===== src/rtl/dvi_pkg.sv =====
// Shared constants and helpers for the DVI/TMDS encoder.
package dvi_pkg;
  localparam int CNT_W = 5;

  localparam logic [9:0] CTRL_00 = 10'b1101010100;
  localparam logic [9:0] CTRL_01 = 10'b0010101011;
  localparam logic [9:0] CTRL_10 = 10'b0101010100;
  localparam logic [9:0] CTRL_11 = 10'b1010101011;

  function automatic logic [3:0] popcount8(input logic [7:0] d);
    logic [3:0] n;
    n = '0;
    for (int i = 0; i < 8; i++) n = n + {3'b0, d[i]};
    return n;
  endfunction

  function automatic logic [9:0] ctrl_token(input logic c1, input logic c0);
    logic [9:0] t;
    case ({c1, c0})
      2'b00:   t = CTRL_00;
      2'b01:   t = CTRL_01;
      2'b10:   t = CTRL_10;
      default: t = CTRL_11;
    endcase
    return t;
  endfunction
endpackage


===== src/rtl/dvi_encoder_tmds_channel.sv =====
// One TMDS lane: transition minimisation (stage 1) then DC balancing (stage 2).
module tmds_channel
  import dvi_pkg::*;
(
  input  logic       clk,
  input  logic       reset,
  input  logic [7:0] i_data,
  input  logic       i_de,
  input  logic       i_c1,
  input  logic       i_c0,
  output logic [9:0] o_sym
);
  logic [3:0]       w_n1d;
  logic             w_xnor;
  logic [8:0]       w_qm;
  logic [8:0]       r_qm;
  logic             r_de;
  logic [1:0]       r_ctrl;
  logic [CNT_W-1:0] r_cnt;
  logic [3:0]       w_n1q;
  logic [CNT_W-1:0] w_diff;
  logic [CNT_W-1:0] w_cnt_nx;
  logic [9:0]       w_sym;

  assign w_n1d  = popcount8(i_data);
  assign w_xnor = (w_n1d > 4'd4) || (w_n1d == 4'd4 && !i_data[0]);

  always_comb begin
    w_qm    = '0;
    w_qm[0] = i_data[0];
    for (int i = 1; i < 8; i++)
      w_qm[i] = w_xnor ? ~(w_qm[i-1] ^ i_data[i]) : (w_qm[i-1] ^ i_data[i]);
    w_qm[8] = ~w_xnor;
  end

  always_ff @(posedge clk) begin
    if (reset) begin
      r_qm   <= '0;
      r_de   <= 1'b0;
      r_ctrl <= 2'b00;
    end else begin
      r_qm   <= w_qm;
      r_de   <= i_de;
      r_ctrl <= {i_c1, i_c0};
    end
  end

  // N1 - N0 = 2*N1 - 8, kept in modular CNT_W-bit two's complement
  assign w_n1q  = popcount8(r_qm[7:0]);
  assign w_diff = {w_n1q, 1'b0} - 5'd8;

  always_comb begin
    w_sym    = ctrl_token(r_ctrl[1], r_ctrl[0]);
    w_cnt_nx = '0;
    if (r_de) begin
      if (r_cnt == '0 || w_diff == '0) begin
        w_sym    = {~r_qm[8], r_qm[8], r_qm[8] ? r_qm[7:0] : ~r_qm[7:0]};
        w_cnt_nx = r_qm[8] ? r_cnt + w_diff : r_cnt - w_diff;
      end else if (r_cnt[CNT_W-1] == w_diff[CNT_W-1]) begin
        // both nonzero here, so equal sign bits mean the word would grow the imbalance
        w_sym    = {1'b1, r_qm[8], ~r_qm[7:0]};
        w_cnt_nx = r_cnt + {3'b0, r_qm[8], 1'b0} - w_diff;
      end else begin
        w_sym    = {1'b0, r_qm[8], r_qm[7:0]};
        w_cnt_nx = r_cnt - {3'b0, ~r_qm[8], 1'b0} + w_diff;
      end
    end
  end

  always_ff @(posedge clk) begin
    if (reset) begin
      o_sym <= CTRL_00;
      r_cnt <= '0;
    end else begin
      o_sym <= w_sym;
      r_cnt <= w_cnt_nx;
    end
  end
endmodule


===== src/rtl/dvi_encoder.sv =====
// 4-bit RGB + sync to three TMDS symbol streams, 2-cycle latency.
module dvi_encoder
  import dvi_pkg::*;
#(
  parameter bit INVERT_SYNC = 1'b0
) (
  input  logic       clk,
  input  logic       reset,
  input  logic [3:0] video_r,
  input  logic [3:0] video_g,
  input  logic [3:0] video_b,
  input  logic       video_de,
  input  logic       video_hsync,
  input  logic       video_vsync,
  output logic [9:0] tmds_d0,
  output logic [9:0] tmds_d1,
  output logic [9:0] tmds_d2
);
  logic w_hs, w_vs;

  assign w_hs = video_hsync ^ INVERT_SYNC;
  assign w_vs = video_vsync ^ INVERT_SYNC;

  tmds_channel u_ch0 (
    .clk(clk), .reset(reset), .i_data({video_b, video_b}), .i_de(video_de),
    .i_c1(w_vs), .i_c0(w_hs), .o_sym(tmds_d0)
  );

  tmds_channel u_ch1 (
    .clk(clk), .reset(reset), .i_data({video_g, video_g}), .i_de(video_de),
    .i_c1(1'b0), .i_c0(1'b0), .o_sym(tmds_d1)
  );

  tmds_channel u_ch2 (
    .clk(clk), .reset(reset), .i_data({video_r, video_r}), .i_de(video_de),
    .i_c1(1'b0), .i_c0(1'b0), .o_sym(tmds_d2)
  );
endmodule


===== config.mk =====
export PLATFORM = sky130hd
export DESIGN_NAME = dvi_encoder
export DESIGN_NICKNAME = d
export VERILOG_FILES = /design/src/rtl/dvi_pkg.sv /design/src/rtl/dvi_encoder_tmds_channel.sv /design/src/rtl/dvi_encoder.sv
export SDC_FILE = /design/constraint.sdc
export NUM_CORES = 1
export LEC_CHECK = 0
export ABC_AREA = 1
export CORE_MARGIN = 3
export CORE_UTILIZATION = 35
export DETAILED_ROUTE_END_ITERATION = 10
export PLACE_DENSITY = 0.51
export SLEW_MARGIN = 10
export SYNTH_ARGS = -nofsm -noshare
export SYNTH_HDL_FRONTEND = slang
export SYNTH_SLANG_ARGS = --single-unit

===== constraint.sdc =====
create_clock -name clk -period 10.2 [get_ports clk]
set_input_delay 1.02 -clock clk [delete_from_list [all_inputs] [get_ports clk]]
set_output_delay 1.02 -clock clk [all_outputs]
set_load 0.03 [all_outputs]

Word-level counts from Yosys, hierarchy flattened
Index checks and enable logic that the tools add are counted.

Register bits after elaboration: 75. Input port bits: 17. Logic and storage cells: 198. Output and inout port bits: 30.

Magnitude comparators: 3. Muxes and demuxes: 41. Add/subtract/negate cells: 63. Equal/unequal tests: 8. Bitwise logic cells: 52. Reductions and logical operators: 20.

Operators with widths (number): 4-bit by 1-bit adder with 4-bit output (36); 10-bit 2-to-1 mux (7); 5-bit 2-to-1 mux (9); 5-bit adder (6); 5-bit logical NOT (6); 10-bit one-hot mux with 3 select lines (1); 5-bit subtractor (6); 1-bit NOT (28); 8-bit 2-to-1 mux (3); 8-bit NOT (3); 1-bit 2-to-1 mux (21); 1-bit XOR (21); 5-bit by 2-bit adder with 5-bit output (3); 5-bit by 2-bit subtractor with 5-bit output (3); 5-bit by 4-bit subtractor with 5-bit output, second input constant (3); 1-bit by 1-bit adder with 2-bit output (6); 4-bit by 3-bit equality test with 1-bit output, second input constant (3); 4-bit by 3-bit greater-than comparator with 1-bit output, second input constant (3); 1-bit logical OR (6); 1-bit equality test (3); 1-bit logical AND (3); 1-bit logical NOT (3); 2-bit by 1-bit equality test with 1-bit output, second input constant (1); 2-bit equality test, second input constant (1); 2 further kinds (2).

Logic depth before layout (Yosys ltp)
Word-level depth: 29. Gate-level depth with buffers: 20. Depth with buffers taken out: 20.

By module
From an unflattened synthesis, not the netlist that was laid out.

Cell total of the unflattened synthesis: 792. Area total of the unflattened synthesis: 6050.8 um^2.

By module, submodules not included: tmds_channel (u_ch2) (area each 2038.2 um^2, sequential area each 520.5 um^2, cells an instance 264, instances 1); tmds_channel (u_ch1) (area each 2013.2 um^2, sequential area each 520.5 um^2, cells an instance 265, instances 1); tmds_channel (u_ch0) (area each 1995.7 um^2, sequential area each 520.5 um^2, cells an instance 262, instances 1); dvi_encoder (area each 3.8 um^2, sequential area each 0.0 um^2, cells an instance 1, instances 1).

Least setup slack after synthesis
No wires, ideal clock.

Path kind: reg2reg. Start point: reg u_ch2.r_qm[0]. End point: reg u_ch2.o_sym[3]. Data required time: 10.130 ns. Clock period less this slack: 4.032 ns. Path slack: 6.168 ns. Path buffers: 1. Setup time: 0.070 ns. Stages on the path, launching flop included: 18. Data arrival time: 3.962 ns. Cell sequence: dfxtp_1 ha_1 inv_1 fa_1 fa_1 fa_1 inv_1 fa_1 xor2_1 ha_1 or2_2 nand2_1 inv_1 o21a_1 inv_1 buf_2 o21ai_0 a21oi_1.

Word-level cells in the longest chain between the ends: 11. Elaborated cells on any way between the ends: 13. Those cells by class: 8 x add/sub; 1 x eq/ne; 2 x mux; 2 x reduce/logical.

Ends and longest elaborated chain: from (decl) (line dvi_encoder_tmds_channel.sv:16) `logic [8:0] r_qm;`; from (signal assigned) (line dvi_encoder_tmds_channel.sv:42) `r_qm <= w_qm;`; 1-bit by 1-bit adder with 2-bit output (*) (line dvi_pkg.sv:13) `for (int i = 0; i < 8; i++) n = n + {3'b0, d[i]};`; 4-bit by 1-bit adder with 4-bit output (*) (6 in a row) (line dvi_pkg.sv:13); 5-bit by 4-bit subtractor with 5-bit output (*) (line dvi_encoder_tmds_channel.sv:50) `assign w_diff = {w_n1q, 1'b0} - 5'd8;`; 5-bit logical NOT or 1-bit equality test (tied branches) (line dvi_encoder_tmds_channel.sv:56, dvi_encoder_tmds_channel.sv:59); 1-bit logical OR or 10-bit 2-to-1 mux (tied branches) (line dvi_encoder_tmds_channel.sv:56, dvi_encoder_tmds_channel.sv:59); 10-bit 2-to-1 mux (*) (line dvi_encoder_tmds_channel.sv:56) `if (r_cnt == '0 || w_diff == '0) begin`; to (signal assigned) (line dvi_encoder_tmds_channel.sv:75) `o_sym <= w_sym;`; to (decl) (line dvi_encoder_tmds_channel.sv:11) `output logic [9:0] o_sym`.

Every way passes the cells marked *; elsewhere a longest branch is shown, timed or not. A chain may end at the register's enable or synchronous reset.

Final worst setup path
Start point: reg u_ch1.r_qm[0]. End point: reg u_ch1.o_sym[0].

Word-level cells in the longest chain between the ends: 11. Elaborated cells on any way between the ends: 15. Those cells by class: 8 x add/sub; 1 x eq/ne; 3 x mux; 1 x bitwise; 2 x reduce/logical.

Ends and longest elaborated chain (line): from (decl) (dvi_encoder_tmds_channel.sv:16); from (signal assigned) (dvi_encoder_tmds_channel.sv:42); 1-bit by 1-bit adder with 2-bit output (dvi_pkg.sv:13); 4-bit by 1-bit adder with 4-bit output (6 in a row) (dvi_pkg.sv:13); 5-bit by 4-bit subtractor with 5-bit output (dvi_encoder_tmds_channel.sv:50); 5-bit logical NOT or 1-bit equality test (tied branches) (dvi_encoder_tmds_channel.sv:56, dvi_encoder_tmds_channel.sv:59); 1-bit logical OR or 10-bit 2-to-1 mux (tied branches) (dvi_encoder_tmds_channel.sv:56, dvi_encoder_tmds_channel.sv:59); 10-bit 2-to-1 mux (*) (dvi_encoder_tmds_channel.sv:56); to (signal assigned) (dvi_encoder_tmds_channel.sv:75); to (decl) (dvi_encoder_tmds_channel.sv:11).

Marked as above.

==> key figures <==
Timing
  • Fmax: 228 MHz
  • Worst Tran Pin Value: 0.676 ns
  • Final Skew: 0.00598 ns
  • Final worst path period share: between 40% and 50%
  • Setup-failing EPs final: 0
  • Sum Neg Setup Slack: 0 ns
  • Relative slew slack: a little over half
  • Slew Viols, Final: 0
  • RSZ-0062 raised after global routing: false
  • Final Hold Fails: 0
  • Final hold slack: approximately 0.45 ns
  • Fin crit period: roughly 4.4 ns

Logic synthesis
  • Ys async rst share: 0%
  • Yosys reg bits: 72
  • Sequential-to-total area share from yosys stat: 28.3%
  • Area share of the largest cell type after synthesis: approximately 28%
  • Yosys cell types: 30
  • Post-synth top flop: dfxtp_1
  • Cell taking the most area after synthesis: dfxtp_1
  • Mapped Nets: 765
  • Mapped cell area: 5080 um^2
  • Synth Area per Inst: roughly 7.7 um^2
  • Synth area leaders: dfxtp_1 (28%), ha_1 (14%), fa_1 (12%), nand2_1 (9.6%), inv_1 (8.9%)
  • Synthesis Warnings: 0
  • EDFF count, synth: 0
  • Post-synthesis cell count: 661

Routing
  • Drt total wl: 10900 um
  • WL met2: 5300 um
  • Initial DRT Pass Iterations: 4
  • Antenna-violating nets left: 0
  • Vias post-DR: 4111
  • Via density: approximately 4.6
  • Initial DRC count: roughly 180
  • DR DRC count: 0
  • DR WL/cell: 12.2 um
  • Metal3 WL: 386 um
  • Uppermost layer routed: met4
  • DRT met1 WL: 5010 um

Outcome
  • Status: finished, final reports clean

Critical path
  • Worst Path Arrival: 4.66 ns
  • Crit path launch type: flop
  • Crit Path Max Fanout: 13
  • Req. time, crit path: 10.47 ns
  • Kind of critical path: flop to flop
  • Setup crit end kind: flop

Placement
  • Area post-placement: ~5700 um^2
  • Port Buffers: 46
  • Dpl cells: 880
  • DP Wirelength: 8780 um
  • RD Place Congestion: 0.836

Global route
  • Vias in the first global route: 4061
  • Initial antenna violation count: 0
  • First-pass GRT wire length: 18700 um
  • GR Overflow Total: 0
  • GRT Util Overall: 14.4%
  • Largest net degree at the start of global routing: 32

Cells and area
  • Ratio of cells with drive above 1 in the final layout: 4.05%
  • Fin nets: 815
  • Post-route cell area: 6090 um^2
  • Final std cells w/o fill: 896
  • Ant diodes: 0
  • Total of fill cells in the finished design: between 1000 and 1500
  • Area growth from synthesis to layout: 19.9%

Power
  • Power Total: 2110 uW
  • PD cells: 347 nW/um^2
  • Lkg Pwr: a little over 0.003 uW
  • Max VDD drop: 126 uV

Clock tree
  • Longest Clk Path Bufs: 2
  • Total CTS buffers: 9
  • CTS clock-pin slew for the worst setup and hold paths: roughly 0.060 ns
  • Total number of H-tree levels: 3
  • CTS tree: built
  • PostCTS Resize Cnt: 0
  • Number of setup buffers added after CTS: 0
  • Worst skew pair latency: 0.34 ns
  • Clock root cell: clkbuf_16
  • Clock sink count: 72
  • Hold_buf cts: 0

Run
  • MaxCap Viol Count: 0

Floorplanning
  • Top-Level Pins: 47
  • Starting density of the core: a little over a third
  • Die X: 127 um
  • Die span in y: roughly 130 um
  • Core area: 14000 um^2
  • Die area: ~16000 um^2
  • FP Rows: 43

Worst hold path
  • Worst Hold Class: flop to flop
-- final cells by class --
class	count	area [um^2]	area share (%)
Inverter	121	454	7.45
Timing Repair Buffer	48	475	7.80
Sequential cell	72	1440	23.7
Multi-Input combinational cell	459	3150	51.7
Clock buffer	11	243	3.98
Clock inverter	5	104	1.70
Tap cell	180	225	3.70
-- synth_stat cells (5+ instances only) --
| cell type | instances |
|---|---|
| nor2_1 | 47 |
| fa_1 | 30 |
| a21oi_1 | 47 |
| xnor2_1 | 11 |
| nand3_1 | 42 |
| o21ai_0 | 37 |
| clkbuf_1 | 5 |
| xor2_1 | 24 |
| dfxtp_1 | 72 |
| ha_1 | 57 |
| nand3b_1 | 6 |
| inv_1 | 120 |
| or2_2 | 7 |
| nand2_1 | 130 |
-- flip-flops by register name, indices dropped and copies added (netlist names) --
name and cells:
u_ch1.o_sym 10, u_ch2.r_cnt 4, u_ch0.r_cnt 4, u_ch1.r_qm 9, u_ch0.r_de 1, u_ch2.o_sym 10
u_ch0.r_qm 9, u_ch0.o_sym 10, u_ch2.r_qm 9, u_ch0.r_ctrl 2, u_ch1.r_cnt 4
-- kinds of logic (layout without fill, tap and decap cells) --
family	after synthesis	in the layout	synth area share, %
xor gates and xnor gates	35	35	6.03
and+or+nand+nor	239	239	19.8
adders and majority gates	87	87	25.8
buffers and inverters	130	185	9.67
DFF	72	72	28.3
AOI/OAI and AO/OA	97	97	10.1
muxes	1	1	0.221
-- power breakdown --
group | internal (uW) | switching, uW | leakage (uW) | total [uW]
logic | 530 | 848 | 0.00227 | 1380
clock network | 245 | 120 | 0.000170 | 365
registers | 334 | 35.4 | 0.000594 | 369
total | 1110 | 1000 | 0.00304 | 2110
-- stage by stage --
step / worst slack (ns) / utilization (%)
after floorplan: 6.17 / -
after global placement: 5.96 / 40.9
after detailed placement: 5.82 / 40.9
after CTS: 5.79 / 43.4
after global routing: 5.44 / 43.4
final: 5.81 / 43.4
-- per-layer routing --
layer | global-route usage (%) | up-vias
li1 | - | 2175
met1 | 18.1 | 1866
met2 | 24.3 | 56
met4 | 5.68 | 0
met3 | 3.12 | 14
met5 | 0 | -
-- cell usage in the layout, fill, tap and decap left out, types with 2 or more instances in the layout --
| master | synthesis | layout |
|---|---|---|
| buf_4 | 0 | 2 |
| inv_1 | 120 | 120 |
| o21a_1 | 2 | 2 |
| clkbuf_16 | 0 | 9 |
| nand3_1 | 42 | 42 |
| fa_1 | 30 | 30 |
| bufinv_16 | 0 | 3 |
| a31oi_1 | 3 | 3 |
| dfxtp_1 | 72 | 72 |
| nand3b_1 | 6 | 6 |
| nand2_2 | 2 | 2 |
| nand4_1 | 3 | 3 |
| o211ai_1 | 3 | 3 |
| nand2_1 | 130 | 130 |
| xnor2_1 | 11 | 11 |
| clkdlybuf4s50_1 | 0 | 46 |
| o21ai_0 | 37 | 37 |
| xor2_1 | 24 | 24 |
| ha_1 | 57 | 57 |
| or2_2 | 7 | 7 |
| a21oi_1 | 47 | 47 |
| nor2_1 | 47 | 47 |
-- critical path, stage by stage (launching register included) --
cell and delay [ns]:
dfxtp_1 0.32, ha_1 0.29, inv_1 0.07, fa_1 0.43, fa_1 0.52, fa_1 0.19
inv_1 0.06, fa_1 0.38, xor2_1 0.37, ha_1 0.33, or2_2 0.29, nand2_1 0.15
inv_1 0.13, o21a_1 0.26, inv_1 0.28, o21ai_0 0.12, a21oi_1 0.13
-- final timing paths --
check	start	to	slack [ns]	cells past startpoint
worst max-delay path	u_ch1.r_qm[0]$_SDFF_PP0_	u_ch1.o_sym[0]$_SDFF_PP0_	5.81	16
worst min-delay path	u_ch1.r_qm[7]$_SDFF_PP0_	u_ch1.o_sym[7]$_SDFF_PP0_	0.45	1
worst max register to register	u_ch1.r_qm[0]$_SDFF_PP0_	u_ch1.o_sym[0]$_SDFF_PP0_	5.81	16
worst min register to register	u_ch1.r_qm[7]$_SDFF_PP0_	u_ch1.o_sym[7]$_SDFF_PP0_	0.45	1
Power figures use the tool's default switching activity.
